<file path="src/rtl/ariscv_pkg.sv">
// rtl/ariscv_pkg.sv - shared types and defaults for the ariscv fetch controller
//
// Purpose: holds the fetch FSM state encoding and the default width of the
// fetched-instruction counter, so that every file uses the same definitions.
// Ports: none (package).
package ariscv_pkg;

  localparam int CNT_NBW_DEFAULT = 32;

  typedef enum logic [1:0] {
    ST_IDLE  = 2'd0,
    ST_ISSUE = 2'd1,
    ST_WAIT  = 2'd2
  } fetch_state_e;

endpackage

</file>
<file path="src/rtl/ariscv_fetch_ctrl.sv">
// rtl/ariscv_fetch_ctrl.sv - instruction fetch sequencing FSM with delivered-instruction counter
//
// Purpose: issues one instruction-memory request at a time, loads the
// fetch/decode register on each response, handles branch/jump redirects
// (including a response that is already in flight) and counts delivered
// instructions.
// Ports:
//   aclk, rst_async_n        clock, asynchronous active-low reset
//   i_start                  level, fetching enabled
//   o_imem_req / i_imem_ack  one-cycle request / response pulses
//   i_dec_ready              decode consumes the fetch/decode register
//   i_redirect               one-cycle taken branch/jump, target valid
//   o_pc_en, o_pc_src        PC load strobe and mux select (0 = PC+4, 1 = target)
//   o_fd_en, o_fd_valid      fetch/decode register load strobe and valid flag
//   o_busy                   FSM is not idle
//   o_fetch_cnt              number of instructions delivered (wraps)
module ariscv_fetch_ctrl
  import ariscv_pkg::*;
#(
  parameter int CNT_NBW = CNT_NBW_DEFAULT
) (
  input  logic               aclk,
  input  logic               rst_async_n,
  input  logic               i_start,
  output logic               o_imem_req,
  input  logic               i_imem_ack,
  input  logic               i_dec_ready,
  input  logic               i_redirect,
  output logic               o_pc_en,
  output logic               o_pc_src,
  output logic               o_fd_en,
  output logic               o_fd_valid,
  output logic               o_busy,
  output logic [CNT_NBW-1:0] o_fetch_cnt
);

  fetch_state_e        state_q, state_d;
  logic                discard_q, discard_d;
  logic                fd_valid_q, fd_valid_d;
  logic [CNT_NBW-1:0]  fetch_cnt_q, fetch_cnt_d;

  logic                imem_req;
  logic                pc_en;
  logic                pc_src;
  logic                fd_en;
  logic                load;

  always_ff @(posedge aclk or negedge rst_async_n) begin
    if (!rst_async_n) begin
      state_q     <= ST_IDLE;
      discard_q   <= 1'b0;
      fd_valid_q  <= 1'b0;
      fetch_cnt_q <= '0;
    end else begin
      state_q     <= state_d;
      discard_q   <= discard_d;
      fd_valid_q  <= fd_valid_d;
      fetch_cnt_q <= fetch_cnt_d;
    end
  end

  always_comb begin
    state_d     = state_q;
    discard_d   = discard_q;
    fd_valid_d  = fd_valid_q;
    fetch_cnt_d = fetch_cnt_q;
    imem_req    = 1'b0;
    pc_en       = 1'b0;
    pc_src      = 1'b0;
    fd_en       = 1'b0;
    load        = 1'b0;

    case (state_q)
      ST_IDLE: begin
        if (i_start) begin
          state_d = ST_ISSUE;
        end
      end
      ST_ISSUE: begin
        // A request is only launched if the fetch/decode slot will be free
        // when the response lands, and never in a redirect cycle (the PC is
        // being reloaded and would be stale on the memory side).
        if (!i_start) begin
          state_d = ST_IDLE;
        end else if ((!fd_valid_q || i_dec_ready) && !i_redirect) begin
          imem_req = 1'b1;
          state_d  = ST_WAIT;
        end
      end
      ST_WAIT: begin
        if (i_imem_ack) begin
          state_d   = ST_ISSUE;
          discard_d = 1'b0;
          // A response fetched from the old path (earlier redirect) or
          // arriving together with a redirect is dropped.
          if (!discard_q && !i_redirect) begin
            load = 1'b1;
          end
        end else if (i_redirect) begin
          discard_d = 1'b1;
        end
      end
      default: begin
        state_d = ST_IDLE;
      end
    endcase

    if (load) begin
      fd_en       = 1'b1;
      pc_en       = 1'b1;
      fetch_cnt_d = fetch_cnt_q + CNT_NBW'(1);
    end

    // Consume clears the slot unless a new instruction is loaded the same cycle.
    if (fd_valid_q && i_dec_ready) begin
      fd_valid_d = 1'b0;
    end
    if (load) begin
      fd_valid_d = 1'b1;
    end

    // Redirect takes the target in any state and flushes the slot.
    if (i_redirect) begin
      pc_en      = 1'b1;
      pc_src     = 1'b1;
      fd_valid_d = 1'b0;
    end
  end

  // Strobes depend on live inputs, so they are masked while reset is held.
  assign o_imem_req  = imem_req & rst_async_n;
  assign o_pc_en     = pc_en & rst_async_n;
  assign o_pc_src    = pc_src & rst_async_n;
  assign o_fd_en     = fd_en & rst_async_n;
  assign o_fd_valid  = fd_valid_q;
  assign o_busy      = (state_q != ST_IDLE);
  assign o_fetch_cnt = fetch_cnt_q;

endmodule
</file>
<file path="config.mk">
export PLATFORM = sky130hd
export DESIGN_NAME = ariscv_fetch_ctrl
export DESIGN_NICKNAME = d
export VERILOG_FILES = /design/src/rtl/ariscv_pkg.sv /design/src/rtl/ariscv_fetch_ctrl.sv
export SDC_FILE = /design/constraint.sdc
export NUM_CORES = 1
export LEC_CHECK = 0
export ABC_AREA = 1
export ABC_CLOCK_PERIOD_IN_PS = 1700
export CAP_MARGIN = 20
export CORE_ASPECT_RATIO = 0.75
export CORE_MARGIN = 5
export CORE_UTILIZATION = 35
export DETAILED_ROUTE_END_ITERATION = 12
export GPL_ROUTABILITY_DRIVEN = 0
export RECOVER_POWER = 100
export SLEW_MARGIN = 40
export SYNTH_ARGS = -nofsm -noshare
export SYNTH_HDL_FRONTEND = slang
export SYNTH_SLANG_ARGS = --single-unit
</file>
<file path="constraint.sdc">
create_clock -name aclk -period 1.7 [get_ports aclk]
set_clock_uncertainty 0.05 [all_clocks]
set_input_delay 0.51 -clock aclk [delete_from_list [all_inputs] [get_ports aclk]]
set_output_delay 0.51 -clock aclk [all_outputs]
set_load 0.02 [all_outputs]
</file>
# Word-level counts from Yosys, hierarchy flattened
# Index checks and enable logic that the tools add are counted.
[totals]
input_bits = 6
elab_cells = 46
output_inout_bits = 38
reg_bits = 36
[classes]
n_eq_ne = 5
muxes = 19
n_addsub = 1
bitwise_logic = 4
reduce_logical = 13
[op_table]
columns = ["operator", "n"]
rows = [
  ["adder 32 x 1 -> 32 bit (second input constant)", 1],
  ["2-to-1 mux 1 bit", 14],
  ["2-to-1 mux 2 bit", 4],
  ["case mux 2 bit (3 select lines)", 1],
  ["bitwise AND 1 bit", 4],
  ["!= test 2 bit (second input constant)", 2],
  ["nonzero test 2 bit", 2],
  ["logical AND 1 bit", 3],
  ["logical NOT 1 bit", 3],
  ["!= test 3 bit (second input constant)", 1],
  ["AND reduction 3 bit", 1],
  ["nonzero test 3 bit", 1],
  ["== test 2 x 1 -> 1 bit (second input constant)", 1],
  ["== test 2 bit (second input constant)", 1],
  ["logical NOT 2 bit", 1],
  ["AND reduction 2 bit", 1],
  ["logical OR 1 bit", 1],
]

# Depth between registers and ports, before layout
[logic_depth]
ltp_word = 8
depth_mapped = 9

# Worst setup path before layout
# OpenSTA, ideal clock, no wires.
[synth_path]
path_kind = "in2out"
startpoint = "in i_redirect"
endpoint = "out o_pc_en"
t_arrival_ps = 1395
cell_stages = 4
t_required_ps = 1140
slack_ps = -255
cell_sequence = "nor2_2 -> nand3_2 -> buf_6 -> o21ai_0"
[synth_between]
elab_chain_len = 8
[synth_rtl]
columns = ["item", "line", "rtl"]
rows = [
  ["start: declaration", "ariscv_fetch_ctrl.sv:28", "input logic i_redirect,"],
  ["logical NOT 1 bit", "ariscv_fetch_ctrl.sv:96", "if (!discard_q && !i_redirect) begin"],
  ["logical AND 1 bit", "ariscv_fetch_ctrl.sv:96", ""],
  ["2-to-1 mux 1 bit", "ariscv_fetch_ctrl.sv:96", ""],
  ["2-to-1 mux 1 bit", "ariscv_fetch_ctrl.sv:91", "if (i_imem_ack) begin"],
  ["2-to-1 mux 1 bit", "ariscv_fetch_ctrl.sv:73", "case (state_q)"],
  ["2-to-1 mux 1 bit", "ariscv_fetch_ctrl.sv:108", "if (load) begin"],
  ["2-to-1 mux 1 bit (*)", "ariscv_fetch_ctrl.sv:123", "if (i_redirect) begin"],
  ["bitwise AND 1 bit (*)", "ariscv_fetch_ctrl.sv:132", "assign o_pc_en = pc_en & rst_async_n;"],
  ["end: declaration", "ariscv_fetch_ctrl.sv:29", "output logic o_pc_en,"],
]
# Mark *: on every way between the ends. The rest lies on a longest branch, timed or not.

# Worst setup path in the final report
[layout_path]
startpoint = "reg state_q[0]"
endpoint = "out o_imem_req"
[layout_between]
elab_chain_len = 3
[layout_rtl]
columns = ["item", "line", "rtl"]
rows = [
  ["start: declaration", "ariscv_fetch_ctrl.sv:37", "fetch_state_e state_q, state_d;"],
  ["start signal: assignment", "ariscv_fetch_ctrl.sv:55", "state_q <= state_d;"],
  ["== test 2 x 1 -> 1 bit", "ariscv_fetch_ctrl.sv:73", ""],
  ["2-to-1 mux 1 bit", "ariscv_fetch_ctrl.sv:73", ""],
  ["bitwise AND 1 bit", "ariscv_fetch_ctrl.sv:131", "assign o_imem_req = imem_req & rst_async_n;"],
  ["end: declaration", "ariscv_fetch_ctrl.sv:25", "output logic o_imem_req,"],
]
# Every way passes these cells.

==> qor.csv <==
stage,metric,value,unit
logic_synthesis,Post-Syn Nets,289,
min_path,min-delay worst type,in -> async,
cts,"Reg clk slew, reported paths",0.07,ns
floorplanning,Chip Height,76.92,µm
drt,First DRT Iteration DRCs,120,
sta,Min Hold Slack,0.4177,ns
power_and_ir_drop,part of the power in registers,0.429,
placed_design,Placed Cells,438,
cts,Clock Latency Late Sink,0.29,ns
global_route,grt ovf,0,
setup_path,Worst setup endpoint,o_imem_req,
placed_design,dpl ws,-0.9574,ns
setup_path,Worst Setup SP,state_q[0],
global_route,largest net degree at the start of global routing,37,
placed_design,port bufs,43,
floorplanning,IO Count,44,
setup_path,critical path depth,6,
sta,Hold Fails Final Rpt,0,
setup_path,buffers plus inverters on the worst setup path,2,
layout,Non-Filler Instances,455,
outcome,failing checks,negative setup slack,
logic_synthesis,Netlist Area Pre-Place,0.002090,mm²
setup_path,endpoint type of the worst setup path,output pin,
global_route,global-route wire length before repair,9315,µm
setup_path,CP dominant cell by count,buf_6,
setup_path,Critical R2R Capture,o_fetch_cnt[22],
sta,post-route clock period utilization,1.126,
logic_synthesis,Ys Warns,0,
setup_path,Reg2Reg Setup Slack,0.10,ns
cts,Max Root-Sink Buffers,2,
floorplanning,Die X-Extent,99.22,µm
global_route,initial antenna violation count,0,
power_and_ir_drop,Comb pwr share,0.292,
drt,vias,2057,
setup_path,R2R Path Start,state_q[0],
setup_path,critical-path cell list,buf_6 > nor2_4 > nand2_2 > nand4_1 > nor2_2 > buf_6,
sta,highest clock rate,0.5222,GHz
sta,"Slew Viols, Final",0,
cts,clk sinks,36,
drt,vias per cell,4.521,
sta,slew margin rel.,0.3872,
floorplanning,Die ar.,0.007632,mm²
layout,Fillers,556,
floorplanning,site row count,24,
logic_synthesis,register area share after synthesis,0.4311,
layout,# diodes,0,
global_route,number of global-route vias before repair,2016,
cts,CTS H-Tree Depth,2,
setup_path,worst setup path class,reg -> out,
power_and_ir_drop,PwrDens,751.2,mW/mm²
drt,routed wire length,5537,µm
flow_run,total of max-cap violations,0,
drt,Detail Route Antenna Nets,0,
setup_path,Worst Reg-to-Reg Cells,8,
sta,Tightest Pin Transition,0.9192,ns
setup_path,Worst Path Arrival,1.36,ns
power_and_ir_drop,Pleak,1.607,nW
sta,Setup WS post-layout,-0.2150,ns
cts,CTS Buf Count,5,
drt,DR pass1 iterations,4,
setup_path,CP startpoint kind,flip-flop,
drt,Residual DRC,0,
floorplanning,effective utilization at floorplan,0.3605,
setup_path,largest stage delay on the critical path,0.41,ns
power_and_ir_drop,Clock power frac,0.279,
setup_path,CP max FO,2,
setup_path,slowest CP cell,dfrtp_1,
layout,NumNets Final,383,
floorplanning,Core ar.,0.005796,mm²
outcome,outcome,"finished, violations left",
drt,Routed WL per cell,12.17,µm
logic_synthesis,mean cell area of the mapped netlist,7.410,µm²
logic_synthesis,"Distinct cells, synth",22,
cts,root buffer cell,clkbuf_8,
layout,Syn-to-layout area delta,45.69,%
setup_path,"CP delay by family, top",flip-flops,
sta,unrepaired setup endpoints after global routing,yes,
global_route,Total GRT Usage,0.1508,
sta,Final setup viols,3,
power_and_ir_drop,Peak supply drop,0.0005490,V
placed_design,DP Wirelength,4245,µm
logic_synthesis,Syn Inst Count,282,
power_and_ir_drop,NetSw,713.6,µW
setup_path,Worst EP required,1.14,ns
power_and_ir_drop,Sw Share,0.3120,
layout,share of layout cells above drive strength 1,0.2334,
power_and_ir_drop,cell-internal power,1.573,mW
sta,Period minus WS final,1.915,ns
cts,CTS tree,yes,
logic_synthesis,"flops & latches, synth",36,
[metal layers]
layer,vias to the layer above,wire [µm],global-route usage
li1,1064,-,-
met1,947,2738,0.2080
met2,42,2463,0.2332
met3,4,284,0.03536
met4,0,51,0.04775
met5,-,0,0
[registers in the layout, summed over array words and instances (netlist names)]
signal,cells
state_q,2
discard_q,1
o_fd_valid,1
o_fetch_cnt,32
[worst reg2reg max path: stages (launching register included)]
cell,delay (ns)
dfrtp_1,0.41
inv_2,0.08
buf_6,0.10
buf_6,0.10
nand3_2,0.09
nor2_4,0.23
nand3_4,0.17
o21ai_0,0.20
nand2_1,0.06
[placed cells by master (no fill, tap or decap), drive strengths merged, types with 3 or more instances in the layout]
| cell type | Yosys | routed |
|---|---|---|
| buf | 1 | 50 |
| clkbuf | 0 | 7 |
| clkdlybuf4s15 | 0 | 3 |
| dfrtp | 36 | 36 |
| dlygate4sd2 | 0 | 34 |
| inv | 42 | 42 |
| nand2 | 91 | 91 |
| nand3 | 26 | 26 |
| nand4 | 10 | 10 |
| nor2 | 45 | 45 |
| nor3 | 5 | 5 |
| o21ai | 5 | 5 |
| xnor2 | 7 | 7 |
| xor2 | 9 | 9 |
[what timing repair did]
item | in CTS | in global routing
setup endpoints to repair | 62 | 19
buffers inserted | 1 | 9
resized for setup | 72 | 14
hold endpoints to repair | 0 | 0
pin swaps | 5 | 6
hold buffers | 0 | 0
[metrics by stage]
stage          power [mW]    util  TNS (ns)  instance area, µm²
2_1_floorplan       1.251       -         0                2098
3_3_place_gp        1.518  0.4970    -14.50                2880
3_5_place_dp        1.524  0.4970    -15.35                2880
4_1_cts             2.197  0.5106   -0.5903                2959
5_1_grt             2.409  0.5253   -0.9526                3044
6_report            2.287  0.5253   -0.5361                3044
[cell families (layout without fill, tap and decap cells)]
| group | after synthesis | in the layout | share of synthesized area |
|---|---|---|---|
| and+or+nand+nor | 178 | 178 | 0.3922 |
| buffers and inverters | 43 | 138 | 0.08084 |
| DFF | 36 | 36 | 0.4311 |
| xor gates and xnor gates | 16 | 16 | 0.06707 |
| AOI/OAI and AO/OA | 8 | 8 | 0.02275 |
| adders and majority gates | 1 | 1 | 0.005987 |
[synth_stat cells]
| library cell | n | area share |
|---|---|---|
| o21a_1 | 1 | 0.0036 |
| and2_1 | 1 | 0.0030 |
| nor2_4 | 6 | 0.032 |
| nor3_1 | 3 | 0.0072 |
| ha_1 | 1 | 0.0060 |
| nor2_1 | 37 | 0.066 |
| dfrtp_1 | 36 | 0.43 |
| nand3_1 | 23 | 0.055 |
| xnor2_1 | 7 | 0.029 |
| inv_1 | 40 | 0.072 |
| o21ai_0 | 5 | 0.012 |
| nor3_2 | 2 | 0.0096 |
| inv_2 | 2 | 0.0036 |
| o21bai_1 | 2 | 0.0072 |
| xor2_1 | 9 | 0.038 |
| nand2_2 | 1 | 0.0030 |
| nor2_2 | 2 | 0.0060 |
| nand2_1 | 90 | 0.16 |
| nand4_1 | 10 | 0.030 |
| nand3_4 | 1 | 0.0084 |
| buf_6 | 1 | 0.0054 |
| nand3_2 | 2 | 0.0096 |
[worst min-delay path by stage]
| stage | start | end |
|---|---|---|
| floorplan | rst_async_n | discard_q |
| finish | rst_async_n | state_q[1] |
| global placement | o_fetch_cnt[8] | o_fetch_cnt[8] |
| detailed placement | o_fetch_cnt[8] | o_fetch_cnt[8] |
| CTS | rst_async_n | state_q[1] |
| global route | o_fetch_cnt[14] | o_fetch_cnt[14] |
[area by class of cell]
type,count,area (µm²),area share
multi-input combinational,203,1069,0.3510
tap,78,97.59,0.03206
clock buffer,6,82.58,0.02713
clock inverter,2,10.01,0.003288
inverter,42,157.7,0.05179
sequential,36,900.9,0.2959
timing repair buffer,88,726.9,0.2388
[power by group through the flow]
stage | clock, mW | sequential [mW] | combinational (mW)
6_report | 0.638 | 0.981 | 0.668
5_1_grt | 0.697 | 0.992 | 0.720
4_1_cts | 0.659 | 0.980 | 0.558
3_5_place_dp | 0 | 0.994 | 0.530
3_3_place_gp | 0 | 0.994 | 0.523
2_1_floorplan | 0 | 1.03 | 0.221
Note: power is estimated with default switching activity, not from simulation.
